<file path="src/rtl/multi_led_blinker.sv">
// multi_led_blinker: multi-channel LED driver, per-channel OFF/ON/BLINK/BURST loaded over valid/ready.
// Optional macro LED_DONE_PULSE_EN adds a done output pulsing when a burst completes naturally.
module multi_led_blinker #(
    parameter int CH_W    = 2,
    parameter int CNT_W   = 27,
    parameter int BURST_W = 8
) (
    input  logic                  clk,
    input  logic                  rst,
    input  logic                  cfg_valid,
    output logic                  cfg_ready,
    input  logic [CH_W-1:0]       cfg_ch,
    input  logic [1:0]            cfg_mode,
    input  logic [CNT_W-1:0]      cfg_period,
    input  logic [CNT_W-1:0]      cfg_on,
    input  logic [BURST_W-1:0]    cfg_count,
`ifdef LED_DONE_PULSE_EN
    output logic [2**CH_W-1:0]    done,
`endif
    output logic [2**CH_W-1:0]    led,
    output logic [2**CH_W-1:0]    busy
);
    localparam int NCH = 2**CH_W;

    typedef enum logic [1:0] {S_OFF, S_ON, S_RUN, S_BURST} state_t;

    logic block_q;
    logic acc;

    // ready is forced low while rst is high so a write can never coincide with reset
    assign cfg_ready = !rst && !block_q;
    assign acc       = cfg_valid && cfg_ready;

    // one dead cycle after every accepted write
    always_ff @(posedge clk) begin
        if (rst) begin
            block_q <= 1'b0;
        end else begin
            block_q <= acc;
        end
    end

    for (genvar g = 0; g < NCH; g++) begin : g_ch
        state_t             st_q, st_d;
        logic [CNT_W-1:0]   cnt_q, cnt_d, per_q, per_d, on_q, on_d;
        logic [BURST_W-1:0] rem_q, rem_d;
        logic               led_q, led_d, busy_q, busy_d;
        logic               wr, wrap;
        logic [CNT_W-1:0]   p_eff;

        assign wr    = acc && cfg_ch == CH_W'(g);
        assign p_eff = (per_q == '0) ? CNT_W'(1) : per_q;
        assign wrap  = cnt_q == p_eff - CNT_W'(1);

        // next state: a write overrides everything, otherwise run the phase/burst counters
        always_comb begin
            st_d   = st_q;
            cnt_d  = cnt_q;
            per_d  = per_q;
            on_d   = on_q;
            rem_d  = rem_q;
            led_d  = st_q == S_ON || ((st_q == S_RUN || st_q == S_BURST) && cnt_q < on_q);
            busy_d = st_q == S_BURST;
            if (wr) begin
                per_d = cfg_period;
                on_d  = cfg_on;
                rem_d = cfg_count;
                cnt_d = '0;
                st_d  = cfg_mode == 2'b00 ? S_OFF :
                        cfg_mode == 2'b01 ? S_ON  :
                        cfg_mode == 2'b10 ? S_RUN :
                        (cfg_count == '0 ? S_OFF : S_BURST);
            end else if (st_q == S_RUN || st_q == S_BURST) begin
                cnt_d = wrap ? '0 : cnt_q + CNT_W'(1);
                if (st_q == S_BURST && wrap) begin
                    rem_d = rem_q - BURST_W'(1);
                    st_d  = rem_q == BURST_W'(1) ? S_OFF : S_BURST;
                end
            end
        end

        // channel state and registered outputs
        always_ff @(posedge clk) begin
            if (rst) begin
                st_q   <= S_OFF;
                cnt_q  <= '0;
                per_q  <= '0;
                on_q   <= '0;
                rem_q  <= '0;
                led_q  <= 1'b0;
                busy_q <= 1'b0;
            end else begin
                st_q   <= st_d;
                cnt_q  <= cnt_d;
                per_q  <= per_d;
                on_q   <= on_d;
                rem_q  <= rem_d;
                led_q  <= led_d;
                busy_q <= busy_d;
            end
        end

        assign led[g]  = led_q;
        assign busy[g] = busy_q;

`ifdef LED_DONE_PULSE_EN
        logic fin_q, fin_d, done_q;

        assign fin_d = st_q == S_BURST && wrap && rem_q == BURST_W'(1) && !wr;

        // fin marks the completing edge; done follows one cycle later, aligned with busy falling
        always_ff @(posedge clk) begin
            if (rst) begin
                fin_q  <= 1'b0;
                done_q <= 1'b0;
            end else begin
                fin_q  <= fin_d;
                done_q <= fin_q;
            end
        end

        assign done[g] = done_q;
`endif
    end
endmodule

</file>
<file path="config.mk">
export PLATFORM = sky130hd
export DESIGN_NAME = multi_led_blinker
export DESIGN_NICKNAME = d
export VERILOG_FILES = /design/src/rtl/multi_led_blinker.sv
export SDC_FILE = /design/constraint.sdc
export NUM_CORES = 1
export LEC_CHECK = 0
export CAP_MARGIN = 25
export CORE_UTILIZATION = 55
export CTS_CLUSTER_SIZE = 8
export DETAILED_ROUTE_END_ITERATION = 6
export PLACE_DENSITY = 0.75
export SYNTH_ARGS = -nofsm -noshare
export SYNTH_HDL_FRONTEND = slang
export SYNTH_SLANG_ARGS = --single-unit
export TNS_END_PERCENT = 100
</file>
<file path="constraint.sdc">
create_clock -name clk -period 5.78 [get_ports clk]
set_input_delay 1.156 -clock clk [delete_from_list [all_inputs] [get_ports clk]]
set_output_delay 1.156 -clock clk [all_outputs]
set_load 0.005 [all_outputs]
</file>
Word level (Yosys, flattened, before mapping)

Index checks and enable logic that the tools add are counted.

Bits in registers: 373
Output and inout bits: 9

Add/sub/neg operators: 12
Magnitude comparators: 4
Equal/unequal tests: 25
Multiplexer cells: 40
Reductions and logical operators: 47

Operators by type and width:

| operator                                           | number |
|---|---|
| two-way mux 27 bit                                 | 8 |
| adder 27 x 1 -> 27 bit, second input constant      | 4 |
| == test 27 bit                                     | 4 |
| zero test 27 bit                                   | 4 |
| less-than comparator 27 bit                        | 4 |
| subtractor 27 x 1 -> 27 bit, second input constant | 4 |
| two-way mux 8 bit                                  | 12 |
| two-way mux 2 bit                                  | 20 |
| == test 8 x 1 -> 1 bit, second input constant      | 4 |
| subtractor 8 x 1 -> 8 bit, second input constant   | 4 |
| == test 2 bit, second input constant               | 11 |
| nonzero test 2 bit                                 | 8 |
| logical AND 1 bit                                  | 14 |
| == test 2 x 1 -> 1 bit, second input constant      | 6 |
| zero test 8 bit                                    | 1 |
| logical OR 1 bit                                   | 8 |
| AND reduction 2 bit                                | 4 |
| OR reduction 2 bit                                 | 4 |
| zero test 2 bit                                    | 2 |
| zero test 1 bit                                    | 2 |

Longest topological paths before layout

Gate-level depths: netlist (run 1).

Depth in word-level cells: 8
Depth in mapped cells: 18
Mapped depth without buffers: 14

Worst setup path before layout (run 1)

Ideal clock, no wire load.

Kind: register to register
Start point: register g_ch[0].per_q[3]
End point: register g_ch[0].rem_q[7]
Setup time: 0.069 ns
Arrival: 4.378 ns
Required time: 5.711 ns
Slack: 1.333 ns
Stages on the path, launching flop included: 16
Buffers on the path: 1
Period minus slack after synthesis: 4.447 ns
Cell sequence: dfxtp_1 clkbuf_1 nor4_1 nand4b_1 nor3_1 a21oi_1 ha_1 o21ba_2 a221oi_1 a41oi_1 or4_4 a2111oi_4 nand4b_4 nor4_2 mux2_1 o21ai_1

Longest elaborated chain between the ends: 7

Ends and longest elaborated chain:

| what                            | RTL line | text |
|---|---|---|
| start: declaration              | 45       | `logic [CNT_W-1:0] cnt_q, cnt_d, per_q, per_d, on_q, on_d;` |
| start signal: assignment        | 95       | `per_q <= per_d;` |
| zero test 27 bit                | 52       | `assign p_eff = (per_q == '0) ? CNT_W'(1) : per_q;` |
| two-way mux 27 bit *            | 52       |  |
| subtractor 27 x 1 -> 27 bit *   | 53       | `assign wrap = cnt_q == p_eff - CNT_W'(1);` |
| == test 27 bit *                | 53       |  |
| logical AND 1 bit *             | 75       | `if (st_q == S_BURST && wrap) begin` |
| nonzero test 2 bit (no line) *  | --       |  |
| AND reduction 2 bit (no line) * | --       |  |
| end signal: assignment          | 97       | `rem_q <= rem_d;` |
| end: declaration                | 46       | `logic [BURST_W-1:0] rem_q, rem_d;` |

Mark *: on every way between the ends. The rest lies on a longest branch, timed or not.
A chain may end at the register's enable or synchronous reset.

Final worst setup path (run 1)

Start point: register g_ch[1].per_q[4]
End point: register g_ch[1].cnt_q[23]

Longest elaborated chain between the ends: 5

Ends and longest elaborated chain:

| what                          | RTL line | text |
|---|---|---|
| start: declaration            | 45       |  |
| start signal: assignment      | 95       |  |
| zero test 27 bit              | 52       |  |
| two-way mux 27 bit *          | 52       |  |
| subtractor 27 x 1 -> 27 bit * | 53       |  |
| == test 27 bit *              | 53       |  |
| two-way mux 27 bit *          | 74       | `cnt_d = wrap ? '0 : cnt_q + CNT_W'(1);` |
| end signal: assignment        | 94       | `cnt_q <= cnt_d;` |
| end: declaration              | 45       |  |

Marks and branches as above.

==> flow_metrics.env, run 1 <==
export IMPL_cts_setup_buffers=0
export IMPL_run_status="finished clean"
export IMPL_wl_per_cell_microns=20.43
export IMPL_post_route_period_util_pct=86.98
export IMPL_dieArea_sq_mm=0.03990
export IMPL_ios=78
export IMPL_final_nets=2970
export IMPL_arrival_ps=5460
export IMPL_multi_input_area_sq_mm=0.01288
export IMPL_relSlewSlack_pct=29.82
export IMPL_ff2ff_setup_slack_ps=750
export IMPL_worstSetupPathType="reg2reg"
export IMPL_gp_congestion=0.9381
export IMPL_detailed_place_hpwl_microns=47060
export IMPL_slowest_delay_ps=720
export IMPL_synth_area_sq_mm=0.02151
export IMPL_first_iter_violations=1754
export IMPL_worstSkewPairLatency_ps=590
export IMPL_final_util_pct=61.67
export IMPL_power_density_mw_per_mm2=264.3
export IMPL_hold_buffers=0
export IMPL_start_kind="register"
export IMPL_antenna_found_initial=3
export IMPL_synthArstFlopShare_pct=0
export IMPL_ys_seq_area_share_pct=34.72
export IMPL_r2r_end="g_ch[1].cnt_q[23]$_SDFFE_PP0P_"
export IMPL_ant_nets=0
export IMPL_via_per_inst=5.976
export IMPL_reg2reg_depth=13
export IMPL_grt_max_degree=101
export IMPL_clock_path_buffers=3
export IMPL_synth_area_per_cell_sq_um=7.731
export IMPL_place_ws_ps=887.5
export IMPL_cap_violations=0
export IMPL_start_util_pct=55.65
export IMPL_ys_types=94
export IMPL_hold_class="reg2reg"
export IMPL_yosys_register_bits=373
export IMPL_fmaxAchievable_mhz=198.9
export IMPL_finalNonFillerCells=3306
export IMPL_vias=19760
export IMPL_globalRouteTotalUtil_pct=34.10
export IMPL_core_area_sq_mm=0.03865
export IMPL_final_cell_mix="559 x nand2_1, 373 x dfxtp_1, 270 x a21oi_1"
export IMPL_ys_warn_count=0
export IMPL_endpoint_kind="register"
export IMPL_clk_pin_slew_ps=50
export IMPL_critPathSlowestCell="nor3b_1"
export IMPL_drtPass1Iterations=5
export IMPL_finClkSkew_ps=16.37
export IMPL_dieWidth_microns=199.7
export IMPL_syn_nets=2971
export IMPL_drive_above_1_share_pct=4.488
export IMPL_finalSetupTns_ps=0
export IMPL_die_h_microns=199.7
export IMPL_numPlacedInstances=3245
export IMPL_grt_pass1_vias=18450
export IMPL_timing_rr_start="g_ch[1].per_q[4]$_SDFFE_PP0P_"
export IMPL_grt_overflow=0
export IMPL_required_ps=6210
export IMPL_finalWirelength_microns=67540
export IMPL_drc=0
export IMPL_slew_violations=0
export IMPL_fillCellCount=3397
export IMPL_synth_edf_count=0
export IMPL_crit_chain="nor4_1 -> and3_1 -> a21oi_1 -> ha_1 -> nor3b_1 -> and3_1 -> a31o_2 -> o2111ai_1 -> a2111o_1 -> a2111o_1 -> nor2_1 -> a21o_1 -> nor2_1"
export IMPL_min_period_ps=5027
export IMPL_cts_tree="yes"
export IMPL_synthFlopType="dfxtp_1"
export IMPL_ctsResizeCount=0
export IMPL_cts_root_buf="clkbuf_16"
export IMPL_crit_fanout=26
export IMPL_whs_ps=454.3
export IMPL_setup_viol=0
export IMPL_rsz0062_at_grt="no"
export IMPL_synth_cells=2782
export IMPL_synthToLayoutAreaGrowth_pct=10.82
export IMPL_tightest_slew_ps=1053
export IMPL_seq_area_sq_mm=0.007467
export IMPL_worst_slack_ps=752.8
export IMPL_htreeDepth=2
export IMPL_peakVddDrop_mv=0.2003
export IMPL_crit_path_end="g_ch[1].cnt_q[23]$_SDFFE_PP0P_"
export IMPL_io_buffers=77
export IMPL_numCtsBuffers=52
export IMPL_power_leakage_uw=0.008935
export IMPL_cts_sinks=373
export IMPL_final_common_cell="nand2_1"
export IMPL_hold_viol=0
export IMPL_grt_pass1_wl_microns=103300
export IMPL_startpoint="g_ch[1].per_q[4]$_SDFFE_PP0P_"
export IMPL_rows=72
## synthesized netlist by cell type (24+ instances only)
cell	n	area, sq um
a21o_1	41	307.8
a21oi_1	270	1351
and3_1	39	244.0
clkbuf_1	115	431.7
dfxtp_1	373	7467
ha_1	120	1501
inv_1	147	551.8
mux2i_1	24	240.2
nand2_1	561	2106
nand2b_1	25	156.4
nand3_1	60	300.3
nand4_1	57	356.6
nor2_1	237	889.6
nor3_1	60	300.3
nor4_1	34	212.7
o21ai_0	32	160.2
xnor2_1	139	1217
xor2_1	111	972.2
## where the power goes
group	total [uW]	switching, uW	internal, uW
Combinational	916	571	345
Sequential	2660	41.6	2610
Clock	2730	1100	1630
## sequential cells by signal, indices dropped and copies added (netlist names)
name and count:
g_ch.cnt_q 108, g_ch.on_q 108, g_ch.per_q 108, g_ch.rem_q 32
g_ch.st_q 8, g_ch.busy_q 4, g_ch.led_q 4, block_q 1
## layout make-up
type	count	area share, %
multi-input cells	2116	54.05
well taps	518	2.719
clock inverters	1	0.06825
inverters	147	2.315
repair buffers	91	3.764
flip-flops and latches	373	31.33
clock buffers	57	5.717
diodes	3	0.03150
## how the worst min path moves through the flow
stage,start,end,slack [ps],cells after the start
3_5_place_dp,g_ch[2].on_q[4]$_SDFFE_PP0P_,g_ch[2].on_q[4]$_SDFFE_PP0P_,450,2
4_1_cts,g_ch[0].on_q[12]$_SDFFE_PP0P_,g_ch[0].on_q[12]$_SDFFE_PP0P_,450,2
3_3_place_gp,g_ch[3].on_q[4]$_SDFFE_PP0P_,g_ch[3].on_q[4]$_SDFFE_PP0P_,440,2
2_1_floorplan,g_ch[0].on_q[0]$_SDFFE_PP0P_,g_ch[0].on_q[0]$_SDFFE_PP0P_,430,2
5_1_grt,g_ch[2].on_q[13]$_SDFFE_PP0P_,g_ch[2].on_q[13]$_SDFFE_PP0P_,470,2
6_report,g_ch[0].on_q[15]$_SDFFE_PP0P_,g_ch[0].on_q[15]$_SDFFE_PP0P_,450,2
## metal layers
layer / vias up / GRT usage [%] / wire [microns]
li1: 9498 / - / -
met1: 9355 / 44.55 / 28230
met2: 712 / 51.57 / 29390
met3: 187 / 6.737 / 5705
met4: 4 / 21.54 / 4186
met5: - / 0 / 31
## worst max-delay path: cells and delay by family (launching register included)
family                   cells  cell delay [ps]
AO/OA/AOI/OAI                6             2190
adder cells (fa/ha/maj)      1              230
flip-flops                   1              450
AND/OR/NAND/NOR              6             1990
## stage by stage
step	power, uW	cell area (sq um)
global route	6504	23830
floorplan	3303	21510
global placement	3581	22420
CTS	6315	23830
detailed placement	3595	22450
finish	6299	23830
## cell families (layout without fill, tap and decap cells)
| logic type | count (synthesis) | count (layout) | synth area share (%) |
|---|---|---|---|
| other cells | 0 | 3 | 0 |
| xor+xnor | 250 | 250 | 10.18 |
| simple gates | 1217 | 1217 | 26.86 |
| compound gates | 502 | 502 | 14.53 |
| mux | 27 | 27 | 1.274 |
| buf+inv | 293 | 296 | 5.451 |
| fa+ha+maj | 120 | 120 | 6.981 |
| flops | 373 | 373 | 34.72 |
Power figures use the tool's default switching activity.
==> run 2, diff against run 1 <==
--- a/config.mk
+++ b/config.mk
@@ -5,7 +5,7 @@
 export SDC_FILE = /design/constraint.sdc
 export NUM_CORES = 1
 export LEC_CHECK = 0
-export CAP_MARGIN = 25
+export CORE_MARGIN = 3
 export CORE_UTILIZATION = 55
 export CTS_CLUSTER_SIZE = 8
 export DETAILED_ROUTE_END_ITERATION = 6
==> flow_metrics.env, run 2 (synthesis gave the netlist of run 1 again) <==
export IMPL_required_ps=6210
export IMPL_top_regs="g_ch.cnt_q: 108 flops, g_ch.on_q: 108 flops, g_ch.per_q: 108 flops"
export IMPL_globalRouteMet3Util_pct=6.480
export IMPL_numCtsBuffers=52
export IMPL_clock_path_buffers=3
export IMPL_hold_start="g_ch[0].on_q[2]$_SDFFE_PP0P_"
export IMPL_final_common_cell="nand2_1"
export IMPL_grt_pass1_wl_microns=103900
export IMPL_core_area_sq_mm=0.03811
export IMPL_detailed_place_hpwl_microns=46820
export IMPL_swShare_pct=27.18
export IMPL_hold_class="reg2reg"
export IMPL_crit_fanout=26
export IMPL_fmaxAchievable_mhz=196.8
export IMPL_total_power_uw=6275
export IMPL_cts_setup_buffers=0
export IMPL_vias=19710
export IMPL_grtUsageMet1_pct=42.85
export IMPL_power_leakage_uw=0.008917
export IMPL_cap_violations=0
export IMPL_hold_viol=0
export IMPL_htreeDepth=2
export IMPL_setup_viol=0
export IMPL_final_cell_mix="559 x nand2_1, 373 x dfxtp_1, 270 x a21oi_1"
export IMPL_startpoint="g_ch[1].per_q[4]$_SDFFE_PP0P_"
export IMPL_clk_pin_slew_ps=50
export IMPL_min_period_ps=5080
export IMPL_run_status="finished clean"
export IMPL_rows=71
export IMPL_via_per_inst=5.982
export IMPL_cts_tree="yes"
export IMPL_synthToLayoutAreaGrowth_pct=10.58
export IMPL_rsz0062_at_grt="no"
export IMPL_seq_area_sq_mm=0.007467
export IMPL_top_usage_layer="met2"
export IMPL_hold_buffers=0
export IMPL_antenna_found_initial=0
export IMPL_die_h_microns=203.7
export IMPL_ant_nets=0
export IMPL_post_route_period_util_pct=87.90
export IMPL_start_kind="register"
export IMPL_drive_above_1_share_pct=4.457
export IMPL_finalSetupTns_ps=0
export IMPL_start_util_pct=56.43
export IMPL_slew_violations=0
export IMPL_grt_pass1_vias=18710
export IMPL_power_density_mw_per_mm2=263.9
export IMPL_clock_power_share_pct=43.2
export IMPL_finClkSkew_ps=19.46
export IMPL_intPower_uw=4570
export IMPL_first_iter_violations=1794
export IMPL_globalRouteTotalUtil_pct=31.99
export IMPL_ios=78
export IMPL_cts_sinks=373
export IMPL_peakVddDrop_mv=0.2469
export IMPL_p_comb_share_pct=14.5
export IMPL_endpoint_kind="register"
export IMPL_finalWirelength_microns=67420
export IMPL_relSlewSlack_pct=17.18
export IMPL_dieArea_sq_mm=0.04151
export IMPL_fillCellCount=3385
export IMPL_io_buffers=77
export IMPL_dieWidth_microns=203.7
export IMPL_worstSkewPairLatency_ps=590
export IMPL_p_seq_share_pct=42.3
export IMPL_use_met2_pct=47.81
export IMPL_p_switching_uw=1706
export IMPL_cts_root_buf="clkbuf_16"
export IMPL_drc=0
export IMPL_tightest_slew_ps=1231
export IMPL_grt_max_degree=223
export IMPL_wl_per_cell_microns=20.46
export IMPL_worstSetupPathType="reg2reg"
export IMPL_multi_input_area_sq_mm=0.01288
export IMPL_ctsResizeCount=0
export IMPL_drtPass1Iterations=5
export IMPL_final_nets=2968
export IMPL_gp_congestion=0.9439
export IMPL_grt_overflow=0
export IMPL_arrival_ps=5510
export IMPL_timing_rr_start="g_ch[1].per_q[4]$_SDFFE_PP0P_"
## run 2: cell types whose count changed in the layout (fill, tap and decap cells not counted)
| cell | before | now |
|---|---|---|
| buf_16 | 1 | 0 |
| buf_4 | 13 | 11 |
| clkbuf_1 | 3 | 1 |
| diode_2 | 3 | 2 |
| clkinv_8 | 1 | 0 |
| buf_12 | 0 | 1 |
| clkbuf_8 | 0 | 1 |
| clkbuf_16 | 54 | 53 |
| inv_6 | 0 | 2 |
## run 2: final timing paths
check	endpoint	slack, ps	depth (start not counted)
hold / removal	g_ch[0].on_q[2]$_SDFFE_PP0P_	450	2
setup / recovery	g_ch[1].cnt_q[18]$_SDFFE_PP0P_	700	13
hold reg to reg	g_ch[0].on_q[2]$_SDFFE_PP0P_	450	2
setup reg to reg	g_ch[1].cnt_q[18]$_SDFFE_PP0P_	700	13
## run 2: metrics by stage
step | cells | setup slack, ps | hold WS, ps | instance area [sq um] | utilization (%)
floorplan | 2782 | 1333 | 433.6 | 21510 | -
global placement | 3236 | 983.9 | 442.5 | 22420 | 58.82
detailed placement | 3236 | 867.9 | 446.3 | 22420 | 58.82
CTS | 3293 | 836.6 | 453.3 | 23780 | 62.39
global route | 3293 | 357.0 | 468.5 | 23780 | 62.39
finish | 3295 | 699.7 | 452.4 | 23780 | 62.40
## run 2: cell type report
cell class | count | share of cell area, %
tap | 511 | 2.688
clock inverter | 2 | 0.07366
clock buffer | 55 | 5.651
multi-input combinational | 2116 | 54.17
inverter | 147 | 2.320
timing repair buffer | 89 | 3.678
antenna | 2 | 0.02104
sequential | 373 | 31.40
## run 2: worst max-delay path, stage by stage, from the launching register on
cell and delay (ps):
dfxtp_1 440, nor4_1 160, and3_1 300, a21oi_1 320, ha_1 240, nor3b_1 660
and3_1 450, a31o_2 220, o2111ai_1 110, a2111o_1 400, a2111o_1 520, nor2_1 220
a21o_1 750, nor2_1 130
## run 2: power by group through the flow
stage / Clock, uW / Combinational (uW) / Sequential (uW)
finish: 2710 / 909 / 2660
global route: 2850 / 982 / 2660
global placement: 0 / 875 / 2700
floorplan: 0 / 612 / 2690
CTS: 2750 / 890 / 2650
detailed placement: 0 / 885 / 2710
## run 2: layer usage
metal / vias up / share of wire (%)
met5: - / 0
met1: 9323 / 43
li1: 9475 / -
met2: 730 / 42
met4: 0 / 6.4
met3: 184 / 8.9
